`src/rtl/serial_tx_arbiter_pkg.sv`:
```
// Shared types and helpers for the serial TX write-port arbiter.
// Imported by the arbiter top and its round-robin picker.
package serial_tx_arb_pkg;

   typedef enum logic {
      IDLE = 1'b0,
      XFER = 1'b1
   } state_t;

   // Index width for a requester count; never returns less than 1 bit.
   function automatic int clog2(input int value);
      int w;
      w = 0;
      for (int i = 0; i < 31; i++) begin
         if ((1 << i) < value) w = i + 1;
      end
      if (w == 0) w = 1;
      return w;
   endfunction

endpackage

```
`src/rtl/serial_tx_arbiter_rr_pick.sv`:
```
// Round-robin picker: the first requester found when scanning from ptr
// upward with wrap-around modulo N.
module rr_pick
   import serial_tx_arb_pkg::*;
#(
   parameter int N  = 4,
   parameter int IW = clog2(N)
) (
   input  logic [N-1:0]  REQ,
   input  logic [IW-1:0] ptr,
   output logic [IW-1:0] idx
);

   int   pos;
   logic found;

   always_comb begin
      idx   = ptr;
      found = 1'b0;
      pos   = 0;
      for (int k = 0; k < N; k++) begin
         pos = int'(ptr) + k;
         if (pos >= N) pos = pos - N;
         for (int i = 0; i < N; i++) begin
            if (!found && (i == pos) && REQ[i]) begin
               idx   = IW'(i);
               found = 1'b1;
            end
         end
      end
   end

endmodule

```
`src/rtl/serial_tx_arbiter.sv`:
```
// Packet-atomic round-robin arbiter sharing the UART TX FIFO write port
// between N byte sources, with FULL throttling and an idle-grant timeout.
module serial_tx_arbiter
   import serial_tx_arb_pkg::*;
#(
   parameter int N       = 4,
   parameter int TIMEOUT = 1024,
   parameter int TW      = 11
) (
   input  logic           CLK_WR,
   input  logic           RST,
   input  logic [N-1:0]   REQ,
   input  logic [N-1:0]   LAST,
   input  logic [8*N-1:0] DATA_IN,
   input  logic           FULL,
   output logic [N-1:0]   ACK,
   output logic [N-1:0]   GNT,
   output logic           WR_EN,
   output logic [7:0]     DATA,
   output logic           BUSY,
   output logic           TMO_ERR
);

   localparam int IW = clog2(N);

   state_t          state_q, state_d;
   logic [IW-1:0]   g_q, g_d;
   logic [IW-1:0]   ptr_q, ptr_d;
   logic [N-1:0]    gnt_q, gnt_d;
   logic            wr_en_q, wr_en_d;
   logic [7:0]      data_q, data_d;
   logic            tmo_err_q, tmo_err_d;
   logic [TW-1:0]   tcnt_q, tcnt_d;

   logic [IW-1:0]   pick_idx;
   logic [IW-1:0]   next_ptr;
   logic [7:0]      sel_byte;
   logic            hs;

   rr_pick #(
      .N  (N),
      .IW (IW)
   ) u_rr_pick (
      .REQ (REQ),
      .ptr (ptr_q),
      .idx (pick_idx)
   );

   assign sel_byte = DATA_IN[{g_q, 3'b000} +: 8];
   assign next_ptr = (g_q == IW'(N - 1)) ? '0 : g_q + 1'b1;
   assign hs       = (state_q == XFER) && REQ[g_q] && !FULL;

   // gnt_q is one-hot on the owner while in XFER, so it doubles as the ACK mask.
   assign ACK     = hs ? gnt_q : '0;
   assign GNT     = gnt_q;
   assign WR_EN   = wr_en_q;
   assign DATA    = data_q;
   assign BUSY    = (state_q != IDLE);
   assign TMO_ERR = tmo_err_q;

   always_comb begin
      state_d   = state_q;
      g_d       = g_q;
      ptr_d     = ptr_q;
      gnt_d     = gnt_q;
      wr_en_d   = 1'b0;
      data_d    = data_q;
      tmo_err_d = 1'b0;
      tcnt_d    = tcnt_q;

      case (state_q)
         IDLE: begin
            if (|REQ) begin
               g_d     = pick_idx;
               gnt_d   = N'(1) << pick_idx;
               tcnt_d  = '0;
               state_d = XFER;
            end
         end
         XFER: begin
            if (hs) begin
               wr_en_d = 1'b1;
               data_d  = sel_byte;
               tcnt_d  = '0;
               if (LAST[g_q]) begin
                  gnt_d   = '0;
                  ptr_d   = next_ptr;
                  state_d = IDLE;
               end
            end else if (tcnt_q == TW'(TIMEOUT - 1)) begin
               // Owner stalled (silent or sink stuck full): revoke and move on.
               gnt_d     = '0;
               tmo_err_d = 1'b1;
               ptr_d     = next_ptr;
               tcnt_d    = '0;
               state_d   = IDLE;
            end else begin
               tcnt_d = tcnt_q + 1'b1;
            end
         end
      endcase
   end

   always_ff @(posedge CLK_WR) begin
      if (!RST) begin
         state_q   <= IDLE;
         g_q       <= '0;
         ptr_q     <= '0;
         gnt_q     <= '0;
         wr_en_q   <= 1'b0;
         data_q    <= 8'h00;
         tmo_err_q <= 1'b0;
         tcnt_q    <= '0;
      end else begin
         state_q   <= state_d;
         g_q       <= g_d;
         ptr_q     <= ptr_d;
         gnt_q     <= gnt_d;
         wr_en_q   <= wr_en_d;
         data_q    <= data_d;
         tmo_err_q <= tmo_err_d;
         tcnt_q    <= tcnt_d;
      end
   end

endmodule

```
`config.mk`:
```
export PLATFORM = sky130hd
export DESIGN_NAME = serial_tx_arbiter
export DESIGN_NICKNAME = d
export VERILOG_FILES = /design/src/rtl/serial_tx_arbiter_pkg.sv /design/src/rtl/serial_tx_arbiter_rr_pick.sv /design/src/rtl/serial_tx_arbiter.sv
export SDC_FILE = /design/constraint.sdc
export NUM_CORES = 1
export LEC_CHECK = 0
export ABC_AREA = 1
export BUFFER_PORTS_ARGS = -buffer_cell sky130_fd_sc_hd__clkbuf_2
export CORE_MARGIN = 4
export CORE_UTILIZATION = 41
export DETAILED_ROUTE_END_ITERATION = 10
export PLACE_DENSITY_LB_ADDON = 0.1
export SKIP_LAST_GASP = 1
export SLEW_MARGIN = 0
export SYNTH_ARGS = -nofsm -noshare
export SYNTH_HDL_FRONTEND = slang
export SYNTH_SLANG_ARGS = --single-unit
export TNS_END_PERCENT = 30
```
`constraint.sdc`:
```
create_clock -name CLK_WR -period 1.8 [get_ports CLK_WR]
set_clock_uncertainty 0.2 [all_clocks]
set_input_delay 0.18 -clock CLK_WR [delete_from_list [all_inputs] [get_ports CLK_WR]]
set_output_delay 0.18 -clock CLK_WR [all_outputs]
set_load 0.02 [all_outputs]
```
==> results.ini, run 1 <==
[routing]
via_count = 2313
drt_iter0_drc = 87
totalWireLength_mm = 5.57
drc = 0
ant_nets = 0
via_per_inst = 5.08
drt_pre_antenna_iters = 4
wire_per_inst_um = 12.2

[final_layout]
syn2layout_area_growth_pct = 51.3
multi_input_area_mm2 = 0.00120
nFillCells = 386
nNetsFinal = 448
antennaDiodeCount = 0
regArea_um2 = 612
utilization_pct = 65.2
drive_gt1_share_pct = 41.4
design_area_mm2 = 0.00288

[sta]
max_slew_margin_pct = 65.4
hold_violations = 0
period_needed_ps = 2040
setup_viol = 16
worstMarginPinSlew_ps = 518
max_freq_mhz = 491
period_share_pct = 113
slew_violations = 0
rsz0062_at_grt = true
whs_ps = 109
worst_slack_ps = -235

[clock_tree]
htree_levels = 2
cts_num_sinks = 30
clock_path_buffers = 2
cts.clk_slew.worst_paths_ps = 70
worstSkewPairLatency_ps = 280
tritoncts = done
cts_root_buf = clkbuf_8
cts_made_buffers = 5
holdBufCountCts = 0

[logic_synthesis]
syn_avg_cell_area_um2 = 6.47
synth_cells = 294
synth_top_family_by_area = simple AND/OR/NAND/NOR gates
ys_seq_area_share_pct = 31.6
synth.distinct_cells = 33
synth-compound-area-share_pct = 19.0
synth_seq_cells = 30
synth_area_mm2 = 0.00190
syn_nets = 339
synth_xor_area_share_pct = 1.84
synthAdderAreaFrac_pct = 1.32
yosys-mux-area-fraction_pct = 0
synth_simple_gate_area_share_pct = 34.0
yosysWarningCount = 0

[setup_path]
start_kind = flip-flop
worst_ep_arrival_time_ps = 2050
cp_max_fo = 5
ff2ff_path_depth = 15
max_stage_delay_ps = 370
worst_path_max_delay_cell = dfxtp_4
end_kind = flip-flop
crit_chain = buf_6, nand3_4, nand2_4, nor2_8, buf_4, nand4_1, nand2_1, nand2_1, nand3_1, nand3_1, nand2_2, nand2_2, inv_1, nand3_2, a21oi_1
worstSetupPathType = reg -> reg
required_ps = 1810

[global_routing]
grt.overflow.total = 0
top_usage_layer = met2
grt_use_met3_pct = 5.67
grt_use_met2_pct = 33.0
grt_max_degree = 21
grt_pass1_vias = 2243
use_met1_pct = 23.5
antenna_found_initial = 0
globalRouteTotalUtil_pct = 19.4
grt_pass1_wl_mm = 9.60

[pwr]
cellPowerDensity_mw_per_mm2 = 684
p_leak_nw = 1.34
ir_drop_mv = 0.305

[place]
io_buffers = 61
hpwl_mm = 4.02
gp_congestion = 0.830
placedInstanceArea_mm2 = 0.00251

[floorplan]
rows = 24
ioPinCount = 62
start_util_pct = 43.1
die_area_mm2 = 0.00579
core_mm2 = 0.00441
die_w_um = 76.1
die_h_um = 76.1

[worst_hold_path]
hold_path_depth = 4
min_path_type = in -> reg

[outcome]
status = finished, violations left
violations = setup timing

[job]
cap_violations = 0

cell usage in the layout (no fill, tap or decap), types with 2 or more instances in the layout:
cell      Yosys  final
a21oi_1      21     19
a21oi_2       0      2
buf_4         0     51
buf_6         2      3
clkbuf_2      0     61
clkbuf_8      0      6
dfxtp_1      30     25
dfxtp_2       0      3
dfxtp_4       0      2
inv_1        41     39
inv_2         2      4
nand2_1      40     35
nand2_2       5      6
nand2_4       0      4
nand3_1      20     13
nand3_2       2      8
nand4_1      11     11
nor2_1       44     41
nor2_2        2      4
nor2_4        1      2
nor3_1        3      2
o21ai_0      29     29
o21ai_1       4      3
o22ai_1       9      9
xnor2_1       2      2
xor2_1        2      2
per-stage QoR:
stage	setup slack, ps	total power, mW	setup TNS (ps)	std cells
6_report	-235	1.97	-2020	455
5_1_grt	-339	2.07	-4780	455
4_1_cts	-187	1.95	-2470	452
3_5_place_dp	-272	1.20	-1960	434
3_3_place_gp	-212	1.20	-1690	434
2_1_floorplan	-51.6	1.03	-124	294
state kept, by name, summed over array words and instances (netlist names):
signal,cells
BUSY,1
GNT,4
ptr_q,2
tcnt_q,11
WR_EN,1
g_q,2
DATA,8
TMO_ERR,1
what timing repair did:
item	in CTS	in global routing
gates resized for setup	24	16
setup buffers	11	3
gates cloned	0	0
endpoints found under the setup margin	19	24
pin swaps	14	15
path summary, 6_finish.rpt:
check	start	to	slack, ps
setup reg to reg	ptr_q[1]$_SDFFE_PN0P_	GNT[1]$_SDFFE_PN0P_	-240
hold reg to reg	DATA[7]$_SDFFE_PN0P_	DATA[7]$_SDFFE_PN0P_	250
hold / removal	RST	ptr_q[1]$_SDFFE_PN0P_	110
setup / recovery	ptr_q[1]$_SDFFE_PN0P_	GNT[1]$_SDFFE_PN0P_	-240
logic make-up after synthesis:
family | after synthesis
xor gates and xnor gates | 4
DFF | 30
and+or+nand+nor | 134
buffers and inverters | 57
AOI/OAI and AO/OA | 67
adders and majority gates | 2
synthesized netlist by cell type, drive strengths merged:
cell	n	share of area, %
nor2	48	11
nand4	12	4.7
inv	44	8.8
a211oi	1	0.39
nor3b	1	0.39
nand3	22	6.3
buf	3	1.4
nor4	1	0.33
dfxtp	30	32
xor2	2	0.92
xnor2	2	0.92
nand3b	1	0.39
o211ai	1	0.66
a221oi	1	0.46
nand2	45	9.5
clkbuf	10	2.0
o21ai	33	8.7
ha	2	1.3
nor3	4	1.3
a31oi	1	0.33
a21oi	21	5.5
o22ai	9	3.0
metal layers:
metal  part of all wire, %  wire length (µm)  up-vias
met4                  0.68                38        0
met3                   8.0               443        6
li1                      -                 -     1189
met5                     0                 0        -
met2                    47              2640       78
met1                    44              2450     1040
cell type report:
cell class                      count  area share (%)
Multi-Input combinational cell    207            41.6
Sequential cell                    30            21.3
Inverter                           44            5.83
Clock inverter                      1            1.04
Timing Repair Buffer              115            25.1
Clock buffer                        6            2.87
Tap cell                           52            2.26
power breakdown:
part	total, mW	switching (mW)	internal, mW
sequential	0.726	0.0273	0.699
clock	0.702	0.260	0.442
combinational	0.540	0.306	0.234
critical path, delay by kind of cell (launching register included):
family / cells / cell delay (ps)
compound gates: 1 / 120
buf+inv: 3 / 320
flops: 1 / 370
simple gates: 11 / 950
(Power assumes the default switching activity.)
==> run 2, diff against run 1 <==
--- a/config.mk
+++ b/config.mk
@@ -6,11 +6,13 @@
 export NUM_CORES = 1
 export LEC_CHECK = 0
 export ABC_AREA = 1
+export ABC_CLOCK_PERIOD_IN_PS = 1800
 export BUFFER_PORTS_ARGS = -buffer_cell sky130_fd_sc_hd__clkbuf_2
 export CORE_MARGIN = 4
 export CORE_UTILIZATION = 41
 export DETAILED_ROUTE_END_ITERATION = 10
 export PLACE_DENSITY_LB_ADDON = 0.1
+export REMOVE_ABC_BUFFERS = 1
 export SKIP_LAST_GASP = 1
 export SLEW_MARGIN = 0
 export SYNTH_ARGS = -nofsm -noshare
==> results.ini, run 2 (synthesis results as in run 1) <==
[outcome]
status = finished, violations left
violations = setup timing

[global_routing]
grt.overflow.total = 0
grt_pass1_vias = 2116
antenna_found_initial = 0
globalRouteTotalUtil_pct = 18.7
grt_pass1_wl_mm = 9.45
grt_max_degree = 17

[floorplan]
die_h_um = 76.1
start_util_pct = 43.1
die_w_um = 76.1
ioPinCount = 62
rows = 24
die_area_mm2 = 0.00579
core_mm2 = 0.00441

[final_layout]
design_area_mm2 = 0.00279
drive_gt1_share_pct = 39.8
largest_reg_flops = 11
layout_commonest_cell = clkbuf_2
nNetsFinal = 441
syn2layout_area_growth_pct = 46.5
nFillCells = 423
antennaDiodeCount = 0
finalNonFillerCells = 449
layout_common_cells = clkbuf_2, buf_4, nor2_1
regMostFlops = tcnt_q

[pwr]
cellPowerDensity_mw_per_mm2 = 653
ir_drop_mv = 0.510
p_switching_mw = 0.589
switching_share_pct = 32.4
p_leak_nw = 1.29
pwr-share-clk_pct = 31.2
internal_power_mw = 1.23
power_frac_seq_pct = 40.0
pwr-share-comb_pct = 28.8

[sta]
hold_violations = 0
rsz0062_at_grt = true
slew_violations = 0
max_slew_margin_pct = 68.0
whs_ps = 146
worst_slack_ps = -186
period_needed_ps = 1990
max_freq_mhz = 504
period_share_pct = 110
worstMarginPinSlew_ps = 479
setup_viol = 19

[routing]
drt_iter0_drc = 115
via_count = 2245
drt_pre_antenna_iters = 5
via_per_inst = 5.00
drc = 0
totalWireLength_mm = 5.33
ant_nets = 0
wire_per_inst_um = 11.9

[clock_tree]
htree_levels = 2
cts_root_buf = clkbuf_8
clock_path_buffers = 2
cts_made_buffers = 5
cts_num_sinks = 30
tritoncts = done
worstSkewPairLatency_ps = 280
cts.clk_slew.worst_paths_ps = 60

[setup_path]
cp_max_fo = 8
cpMostUsedCell = nand2_2
critPathTopFamily = simple AND/OR/NAND/NOR gates
required_ps = 1810
start_kind = flip-flop
end_kind = flip-flop
crit_chain = nor2_4, nand2_2, nand2_2, nor2_8, nand4_4, nor2_4, nand4_1, nor2_2, nand3_2, nand2_2, nand3_1, a21oi_1
worst_ep_arrival_time_ps = 1990
worstSetupPathType = reg -> reg
worst_path_max_delay_cell = dfxtp_4
critical_path_buf_inv_count = 0
max_stage_delay_ps = 420

[place]
gp_congestion = 0.825
io_buffers = 61
hpwl_mm = 4.03
placedInstanceArea_mm2 = 0.00254
dp.cells = 438

[worst_hold_path]
min_path_type = in -> reg

[job]
cap_violations = 0

## run 2: cell count changes in the layout (fill, tap and decap cells not counted), sizes merged
cell / delta
buf: -6
clkinvlp: +1
dlygate4sd3: +1
bufinv: -1
clkinv: +1
clkbuf: -2
## run 2: power by group through the flow
stage          Clock (mW)  Sequential, mW  Combinational [mW]
2_1_floorplan           0           0.779               0.230
3_3_place_gp            0           0.738               0.483
3_5_place_dp            0           0.739               0.484
4_1_cts             0.584           0.724               0.500
5_1_grt             0.617           0.734               0.591
6_report            0.567           0.729               0.525
## run 2: metrics by stage
step           utilization [%]  setup slack (ps)  power, mW  TNS, ps
2_1_floorplan                -              -639       1.01   -13870
3_3_place_gp              57.5              -245       1.22    -1580
3_5_place_dp              57.5              -333       1.22    -1970
4_1_cts                   61.1              -149       1.81    -1590
5_1_grt                   63.1              -374       1.94    -4050
6_report                  63.1              -186       1.82    -1460
## run 2: layer usage
metal | routed length [µm] | track usage [%] | up-vias | part of all wire (%)
li1 | - | - | 1177 | -
met1 | 2570 | 24.7 | 1001 | 48
met2 | 2370 | 31.1 | 61 | 45
met3 | 332 | 4.61 | 6 | 6.2
met4 | 46 | 3.67 | 0 | 0.86
met5 | 0 | 0 | - | 0
## run 2: worst reg2reg max path: stages, from the launching register on
cell     delay, ps
dfxtp_4        420
nor2_4          70
nand2_2         60
nand2_2         80
nor2_8         120
nand4_4        110
nor2_4         140
nand4_1        110
nor2_2         120
nand3_2        140
nand2_2        140
nand3_1         80
a21oi_1        140
## run 2: path summary, 6_finish.rpt
| path | cells after the start | slack [ps] | end | from |
|---|---|---|---|---|
| max | 12 | -190 | GNT[3]$_SDFFE_PN0P_ | ptr_q[1]$_SDFFE_PN0P_ |
| min | 5 | 150 | DATA[2]$_SDFFE_PN0P_ | DATA_IN[2] |
| max reg2reg | 12 | -190 | GNT[3]$_SDFFE_PN0P_ | ptr_q[1]$_SDFFE_PN0P_ |
| min reg2reg | 2 | 240 | tcnt_q[10]$_SDFFE_PN0P_ | tcnt_q[10]$_SDFFE_PN0P_ |
## run 2: final cells by class
class | instances | area (µm²) | area share (%)
Multi-Input combinational cell | 207 | 1160 | 41.5
Sequential cell | 30 | 614 | 22.0
Clock inverter | 2 | 12.5 | 0.449
Clock buffer | 6 | 82.6 | 2.96
Timing Repair Buffer | 108 | 683 | 24.5
Tap cell | 52 | 65.1 | 2.33
Inverter | 44 | 173 | 6.20
## run 2: what timing repair did
action,in CTS,in global routing
pin swaps,3,9
gates resized for setup,15,32
hold buffers,1,0
endpoints found under the setup margin,19,21
hold endpoints to repair,1,0
setup buffers,1,1
